### config.mk
export PLATFORM = sky130hd
export DESIGN_NAME = hazard_forward_unit
export DESIGN_NICKNAME = d
export VERILOG_FILES = /design/src/rtl/hazard_forward_unit.sv
export SDC_FILE = /design/constraint.sdc
export NUM_CORES = 1
export LEC_CHECK = 0
export CAP_MARGIN = 0
export CORE_MARGIN = 10
export CORE_UTILIZATION = 36
export DETAILED_ROUTE_END_ITERATION = 10
export HOLD_SLACK_MARGIN = 0.02
export PLACE_DENSITY = 0.86
export SETUP_SLACK_MARGIN = 0.02
export SYNTH_ARGS = -nofsm -noshare
export SYNTH_HDL_FRONTEND = slang
export SYNTH_SLANG_ARGS = --single-unit
export TNS_END_PERCENT = 20
### constraint.sdc
create_clock -name clk -period 2.58 [get_ports clk]
set_input_delay 0.516 -clock clk [delete_from_list [all_inputs] [get_ports clk]]
set_output_delay 0.516 -clock clk [all_outputs]
set_load 0.03 [all_outputs]
### src/rtl/hazard_forward_unit.sv
// Operand forwarding, load-use interlock and load-latency freeze for an in-order pipeline.
// Forwarding paths are purely combinational; only the wait FSM and the stall statistic are registered.
module hazard_forward_unit #(
    parameter int                DATA_W     = 16,
    parameter int                ADDR_W     = 4,
    parameter int                NPORT      = 3,
    parameter int                MEM_LAT    = 1,
    parameter logic [ADDR_W-1:0] NOFWD_ADDR = '1
) (
    input  logic                      clk,
    input  logic                      rst,
    input  logic [NPORT-1:0]          id_rd_en,
    input  logic [NPORT*ADDR_W-1:0]   id_rd_addr,
    input  logic [NPORT*DATA_W-1:0]   id_rf_data,
    input  logic                      ex_wr_en,
    input  logic                      ex_is_load,
    input  logic [ADDR_W-1:0]         ex_wr_addr,
    input  logic [DATA_W-1:0]         ex_data,
    input  logic                      mw_wr_en,
    input  logic [ADDR_W-1:0]         mw_wr_addr,
    input  logic [DATA_W-1:0]         mw_data,
    input  logic                      stat_clr,
    output logic [NPORT*DATA_W-1:0]   fwd_data,
    output logic [NPORT-1:0]          fwd_hit,
    output logic                      stall_id,
    output logic                      mem_stall,
    output logic [15:0]               stall_cnt
);

    localparam logic [3:0] LAT = 4'(MEM_LAT);

    typedef enum logic {
        S_IDLE,
        S_LOAD_WAIT
    } state_t;

    state_t      r_state;
    state_t      w_next_state;
    logic [3:0]  r_wait_cnt;
    logic [3:0]  w_next_wait_cnt;
    logic [15:0] r_stall_cnt;
    logic [NPORT-1:0] w_load_use;
    logic        w_stall_any;

    // A load in EX cannot supply its value yet: the port falls through to
    // MEM/WB or the register file and the interlock raises a bubble instead.
    for (genvar g = 0; g < NPORT; g++) begin : g_port
        logic [ADDR_W-1:0] w_addr;
        logic              w_match_ex;
        logic              w_match_mw;

        assign w_addr     = id_rd_addr[g*ADDR_W +: ADDR_W];
        assign w_match_ex = id_rd_en[g] & ex_wr_en & (w_addr == ex_wr_addr) & (w_addr != NOFWD_ADDR);
        assign w_match_mw = id_rd_en[g] & mw_wr_en & (w_addr == mw_wr_addr) & (w_addr != NOFWD_ADDR);

        assign fwd_data[g*DATA_W +: DATA_W] = (w_match_ex & ~ex_is_load) ? ex_data :
                                              w_match_mw                 ? mw_data :
                                              id_rf_data[g*DATA_W +: DATA_W];
        assign fwd_hit[g]    = (w_match_ex & ~ex_is_load) | w_match_mw;
        assign w_load_use[g] = w_match_ex & ex_is_load;
    end

    assign mem_stall   = (r_state == S_LOAD_WAIT);
    assign stall_id    = (|w_load_use) & ~mem_stall;
    assign w_stall_any = stall_id | mem_stall;
    assign stall_cnt   = r_stall_cnt;

    // NOTE: every output of a combinational block gets a default first, so no path can infer a latch.
    always_comb begin
        w_next_state    = r_state;
        w_next_wait_cnt = r_wait_cnt;
        case (r_state)
            S_IDLE: begin
                if (ex_wr_en && ex_is_load && (LAT != 4'd0)) begin
                    w_next_state    = S_LOAD_WAIT;
                    w_next_wait_cnt = LAT;
                end
            end
            S_LOAD_WAIT: begin
                if (r_wait_cnt == 4'd1) begin
                    w_next_state    = S_IDLE;
                    w_next_wait_cnt = 4'd0;
                end else begin
                    w_next_wait_cnt = r_wait_cnt - 4'd1;
                end
            end
            default: begin
                w_next_state    = S_IDLE;
                w_next_wait_cnt = 4'd0;
            end
        endcase
    end

    // NOTE: registered state uses non-blocking assignments so every flop samples pre-edge values.
    always_ff @(posedge clk or negedge rst) begin
        if (!rst) begin
            r_state    <= S_IDLE;
            r_wait_cnt <= 4'd0;
        end else begin
            r_state    <= w_next_state;
            r_wait_cnt <= w_next_wait_cnt;
        end
    end

    always_ff @(posedge clk or negedge rst) begin
        if (!rst) begin
            r_stall_cnt <= 16'd0;
        end else if (stat_clr) begin
            r_stall_cnt <= 16'd0;
        end else if (w_stall_any && (r_stall_cnt != 16'hFFFF)) begin
            r_stall_cnt <= r_stall_cnt + 16'd1;
        end
    end

endmodule

==> results of run 1 <==
sequential cells by signal (all words and copies together) (netlist names):
signal / count
stall_cnt: 16
r_wait_cnt: 4
mem_stall: 1
per-stage QoR:
step                      hold slack [ns]  instance area [sq um]  total power, uW  setup TNS, ns  utilization [%]
after floorplan                    0.2204                   2600            929.1         -1.919                -
after global placement             0.4790                   4637             1354         -19.96            67.50
after detailed placement           0.5031                   4637             1390         -21.22            67.50
after CTS                          0.5202                   4925             1622        -0.3281            71.69
after global routing               0.5625                   5122             1754         -1.092            74.57
final                              0.5202                   5125             1657       -0.07132            74.61
layout make-up:
| cell class | instances | area [sq um] |
|---|---|---|
| Inverter | 7 | 26.28 |
| Timing Repair Buffer | 226 | 2281 |
| Antenna cell | 1 | 2.502 |
| Clock buffer | 3 | 41.29 |
| Fill cell | 478 | 1744 |
| Tap cell | 96 | 120.1 |
| Clock inverter | 1 | 5.005 |
| Sequential cell | 21 | 525.5 |
| Multi-Input combinational cell | 297 | 2123 |
what timing repair did:
action                                  4_1_cts  5_1_grt
buffers inserted                              4        6
cloned                                        6        1
resized for setup                           136       71
endpoints found under the setup margin       53       50
pin swaps                                    19       19
metal layers:
| layer | GRT usage, % | routed length, microns | vias up |
|---|---|---|---|
| li1 | - | - | 1657 |
| met5 | 0 | 0 | - |
| met1 | 23.46 | 4920 | 1717 |
| met3 | 8.722 | 1437 | 43 |
| met4 | 9.020 | 582 | 0 |
| met2 | 40.96 | 7122 | 229 |
layout by cell type (no fill, tap or decap), types with 5 or more instances in the layout:
cell	count
dfrtp_1	21
clkdlybuf4s50_1	99
nand2_2	13
nor2_1	34
mux2i_1	47
xnor2_1	5
buf_12	12
a21oi_1	13
mux2_2	9
o21ai_0	9
buf_6	27
nor3_1	14
nand2_1	28
buf_4	65
o21ai_1	18
mux2_1	5
o21ai_2	15
xor2_1	16
a21oi_2	6
nand4_1	7
nand3_1	10
dlygate4sd2_1	5
nor2b_1	14
buf_2	8
inv_1	6
path summary, 6_finish.rpt:
kind                                 end  slack (ns)  cells past startpoint
max                         fwd_data[33]       -0.05                     11
min                        r_wait_cnt[3]        0.52                      1
max reg2reg                 stall_cnt[7]        0.42                      6
min reg2reg                r_wait_cnt[3]        0.52                      1
max in group asynchronous  stall_cnt[14]        1.77                      2
min in group asynchronous   stall_cnt[0]        0.59                      2
report_power, final:
group	internal (uW)	switching, uW	total [uW]
logic	462	526	988
registers	379	65.9	445
clock network	108	116	224
cells by family after synthesis:
logic type / share of synthesized area (%)
buffers and inverters: 4.993
AOI/OAI and AO/OA: 13.52
and+or+nand+nor: 26.81
muxes: 24.72
xor gates and xnor gates: 8.143
DFF: 20.36
adders and majority gates: 1.454
synth_stat cells:
| cell | number |
|---|---|
| a21oi_1 | 19 |
| a22oi_1 | 1 |
| a311oi_1 | 1 |
| a31oi_1 | 1 |
| a41oi_1 | 2 |
| and2_1 | 1 |
| and3_1 | 2 |
| and4_1 | 4 |
| and4_4 | 1 |
| buf_2 | 7 |
| buf_6 | 2 |
| clkbuf_1 | 12 |
| dfrtp_1 | 21 |
| ha_1 | 3 |
| inv_1 | 7 |
| mux2_1 | 5 |
| mux2_2 | 9 |
| mux2i_1 | 48 |
| nand2_1 | 42 |
| nand2b_1 | 1 |
| nand3_1 | 11 |
| nand4_1 | 7 |
| nor2_1 | 36 |
| nor2b_1 | 14 |
| nor3_1 | 16 |
| nor3_2 | 1 |
| nor3b_1 | 1 |
| nor4_1 | 1 |
| nor4b_2 | 1 |
| o21ai_0 | 41 |
| o21ai_2 | 1 |
| or3_1 | 1 |
| or3b_1 | 1 |
| or4_1 | 1 |
| xnor2_1 | 6 |
| xor2_1 | 18 |
critical path, stage by stage:
cell,delay (ns)
buf_8,0.10
buf_6,0.11
xor2_1,0.15
nor3_1,0.22
nand4_1,0.15
buf_4,0.17
buf_12,0.14
mux2i_1,0.19
o21ai_1,0.09
buf_4,0.14
buf_12,0.13
==> impl_results.md, run 1 <==
- Status: complete, but fails checks
- Failing checks: setup timing
- Top-area cell type share of the netlist area: 20.36%
- Worst VDD drop: 0.0001884 V
- Post-Layout Cell Count: 652
- Final setup vio count: 3
- Layout cells sized above 1: 33.33%
- Synth unique cells: 36
- Fin crit share: 101.8%
- Data arrival, critical path: 2.11 ns
- Vias post-DR: 3646
- H-tree Lvls: 1
- Max_cap viols: 0
- Setup CP Type: in2out
- Startpoint Class: input port
- Drt drc: 0
- Vias in the first global route: 3763
- CTS tree: done
- Unrepaired setup endpoints after global routing: true
- Final min period: 2.626 ns
- Total GRT Usage: 22.84%
- Worst hold start: r_wait_cnt[3]
- Hold_buf cts: 0
- Average wire per standard cell: 21.57 microns
- Required @ worst endpoint: 2.06 ns
- Synthesis-to-layout area growth: 98.55%
- Pre-antenna DRT Iters: 7
- Power Density: 323.4 nW/um^2
- Vias/cell: 5.592
- Max-slew headroom: 52.15%
- First-pass GRT wire length: 20.49 mm
- Cts bufs inserted: 3
- Final nets: 668
- R2R Path Start: stall_cnt[0]
- Core box area: 6869 sq um
- Dpl ws: -0.4556 ns
- I/O pins: 178
- Worst Setup End Kind: output port
- Mapped Area: 2581 sq um
- Cell leakage power: 0.002480 uW
- Clock root buffer: clkbuf_8
- Worst Setup Slack, final: -0.04581 ns
- Syn Nets: 458
- Hold Vio Cnt, Final: 0
- Gr ovfl total: 0
- Maximum buffer depth of the clock tree: 2
- Die footprint: 10960 sq um
- Worst Path Max Fanout: 9
- Antenna Violating Nets Remaining: 0
- Post-synthesis sequential area ratio: 20.36%
- Synth area leaders: dfrtp_1, mux2i_1, o21ai_0
- CP Launch Point: mw_wr_addr[1]
- Post-Syn Instances: 346
- Placed Cells: 631
- Hold Path Class: reg2reg
- Leading area contributor after synthesis: dfrtp_1
- Largest net degree at the start of global routing: 31
- Site Rows: 30
- Initial core utilization: 37.58%
- PortBufs: 177
- Fmax: 380.8 MHz
- Syn. warnings: 0
- Initial antenna violation count: 1
- Max-slew violation count: 0
- Total routed wirelength: 14.06 mm
- Final HPWL DP: 10.46 mm
- Gpl congestion: 0.9204
- Clk_lat worst skew: 0.27 ns
- Seq cells post-synth: 21
- Mean Syn Cell Area: 7.460 sq um
- Actual slew at the worst max-slew pin: 0.7177 ns
- Setup Skew: 0.005087 ns
- Clock sinks: 21
- Die height: 104.7 microns
- Die W: 104.7 microns
- DR iter-0 viols: 170
- Clk slew on worst S/H paths: 0.08 ns
Power figures use the tool's default switching activity.
==> inputs of run 2 (changes only) <==
- CTS_CLUSTER_DIAMETER: default -> 40
==> results of run 2 <==
Same layout as run 1: the final DEF is identical, and so are final timing and power.
==> inputs of run 3 (changes only) <==
- REMOVE_ABC_BUFFERS: default -> 1
- SKIP_LAST_GASP: default -> 1
==> impl_results.md, run 3 (synthesis gave the netlist of run 1 again) <==
- Status: finished, final reports clean
- DR iter-0 viols: 140
- Gr ovfl total: 0
- Core box area: 6869 sq um
- Largest stage delay on the critical path: 0.42 ns
- Total routed wirelength: 13.16 mm
- Total GRT Usage: 21.83%
- Die W: 104.7 microns
- Vias in the first global route: 3765
- Average wire per standard cell: 20.63 microns
- Worst Setup End Kind: output port
- Setup CP Type: in2out
- Clock root buffer: clkbuf_8
- Antenna Violating Nets Remaining: 0
- Die height: 104.7 microns
- Required @ worst endpoint: 2.06 ns
- Vias/cell: 5.431
- Maximum buffer depth of the clock tree: 2
- Unrepaired setup endpoints after global routing: true
- Data arrival, critical path: 2.05 ns
- Max-slew headroom: 69.15%
- Hold Slack: 0.5447 ns
- Largest net degree at the start of global routing: 34
- Buffer and inverter count on the worst path: 4
- Startpoint Class: input port
- Die footprint: 10960 sq um
- First-pass GRT wire length: 19.87 mm
- Clock sinks: 21
- Clk_lat worst skew: 0.27 ns
- Final setup vio count: 0
- Setup TNS: 0 ns
- Worst Setup Slack, final: 0.01218 ns
- Max-slew violation count: 0
- Power Density: 340.5 nW/um^2
- Fmax: 389.4 MHz
- Cts bufs inserted: 3
- Site Rows: 30
- Worst VDD drop: 0.0001890 V
- Actual slew at the worst max-slew pin: 0.4592 ns
- Max_cap viols: 0
- PortBufs: 177
- Post-Layout Cell Count: 638
- Setup Skew: 0.004451 ns
- Final min period: 2.568 ns
- CTS tree: done
- Hold Path Class: reg2reg
- Fin util: 70.93%
- Initial core utilization: 37.58%
- Top delay family on crit path: simple AND/OR/NAND/NOR gates
- Gpl congestion: 0.8992
- Final HPWL DP: 9.921 mm
- Placed Cells: 624
- Fin crit share: 99.53%
- H-tree Lvls: 1
- Synthesis-to-layout area growth: 88.75%
- Final nets: 655
- Cell mode on critical path: buf_4
- Dpl ws: -0.3953 ns
- I/O pins: 178
- Clk slew on worst S/H paths: 0.08 ns
- Drt drc: 0
- Most frequent cells in the layout: clkdlybuf4s50_1, buf_4, mux2i_1, nand2_1, nor2_1
- Vias post-DR: 3465
- Hold Vio Cnt, Final: 0
- Initial antenna violation count: 0
- Most common cell after layout, fill and taps aside: clkdlybuf4s50_1
- Cells along the critical path: buf_8 > buf_4 > xor2_1 > nor3_1 > nand3_4 > clkbuf_16 > nor2_1 > a21oi_1 > buf_4
- Worst Path Max Fanout: 16
- Cell leakage power: 0.002365 uW
- Pre-antenna DRT Iters: 5
- Ant diodes: 0
- Max FFs per register: 16
- Layout cells sized above 1: 27.68%
- Slowest cell on crit path: nor3_1
[run 3: cell types whose count changed in the layout (fill, tap and decap cells not counted), moves of 2 or more]
cell | before | now
a21oi_1 | 13 | 17
a21oi_2 | 6 | 2
buf_12 | 12 | 9
buf_4 | 65 | 68
buf_6 | 27 | 11
clkbuf_2 | 1 | 3
nand2_1 | 28 | 36
nand2_2 | 13 | 6
o21ai_0 | 9 | 20
o21ai_2 | 15 | 5
[run 3: final timing paths]
kind,start,end,slack [ns],cells after the start
setup / recovery,id_rd_addr[2],fwd_data[15],0.01,9
hold / removal,r_wait_cnt[3],r_wait_cnt[3],0.54,1
setup reg to reg,stall_cnt[0],stall_cnt[7],0.38,7
hold reg to reg,r_wait_cnt[3],r_wait_cnt[3],0.54,1
max in group asynchronous,rst,stall_cnt[4],1.77,2
min in group asynchronous,rst,stall_cnt[15],0.59,2
[run 3: worst reg2reg max path: cells and delay by family (launching register included)]
family | cells | cell delay, ns
adders and majority gates | 1 | 0.28
AOI/OAI and AO/OA | 1 | 0.06
and+or+nand+nor | 3 | 0.71
muxes | 1 | 0.38
buffers and inverters | 1 | 0.20
DFF | 1 | 0.46
[run 3: power breakdown]
group | internal (uW) | switching (uW) | leakage [uW]
sequential | 379 | 70.7 | 0.000283
clock | 108 | 115 | 0.0000255
combinational | 463 | 523 | 0.00206
total | 950 | 709 | 0.00236
[run 3: layout make-up]
type | instances | area [sq um]
clock buffer | 3 | 41.29
clock inverter | 1 | 5.005
sequential | 21 | 525.5
timing repair buffer | 213 | 2100
tap | 96 | 120.1
multi-input combinational | 297 | 2054
fill | 509 | 1997
inverter | 7 | 26.28
[run 3: repair_timing]
action,in CTS,in global routing
buffers inserted,6,0
setup endpoints to repair,52,49
pin swaps,25,12
gates cloned,6,1
hold buffers,0,0
resized for setup,121,33
[run 3: layer usage]
| layer | global-route usage, % | vias to the layer above | wire length (microns) |
|---|---|---|---|
| li1 | - | 1627 | - |
| met1 | 21.53 | 1618 | 4456 |
| met2 | 41.05 | 179 | 6737 |
| met3 | 8.354 | 41 | 1447 |
| met4 | 6.863 | 0 | 523 |
| met5 | 0 | - | 0 |
[run 3: metrics by stage]
step	cell area, sq um	total power, uW
2_1_floorplan	2479	885.1
3_3_place_gp	4553	1363
3_5_place_dp	4553	1407
4_1_cts	4870	1651
5_1_grt	4872	1758
6_report	4872	1659
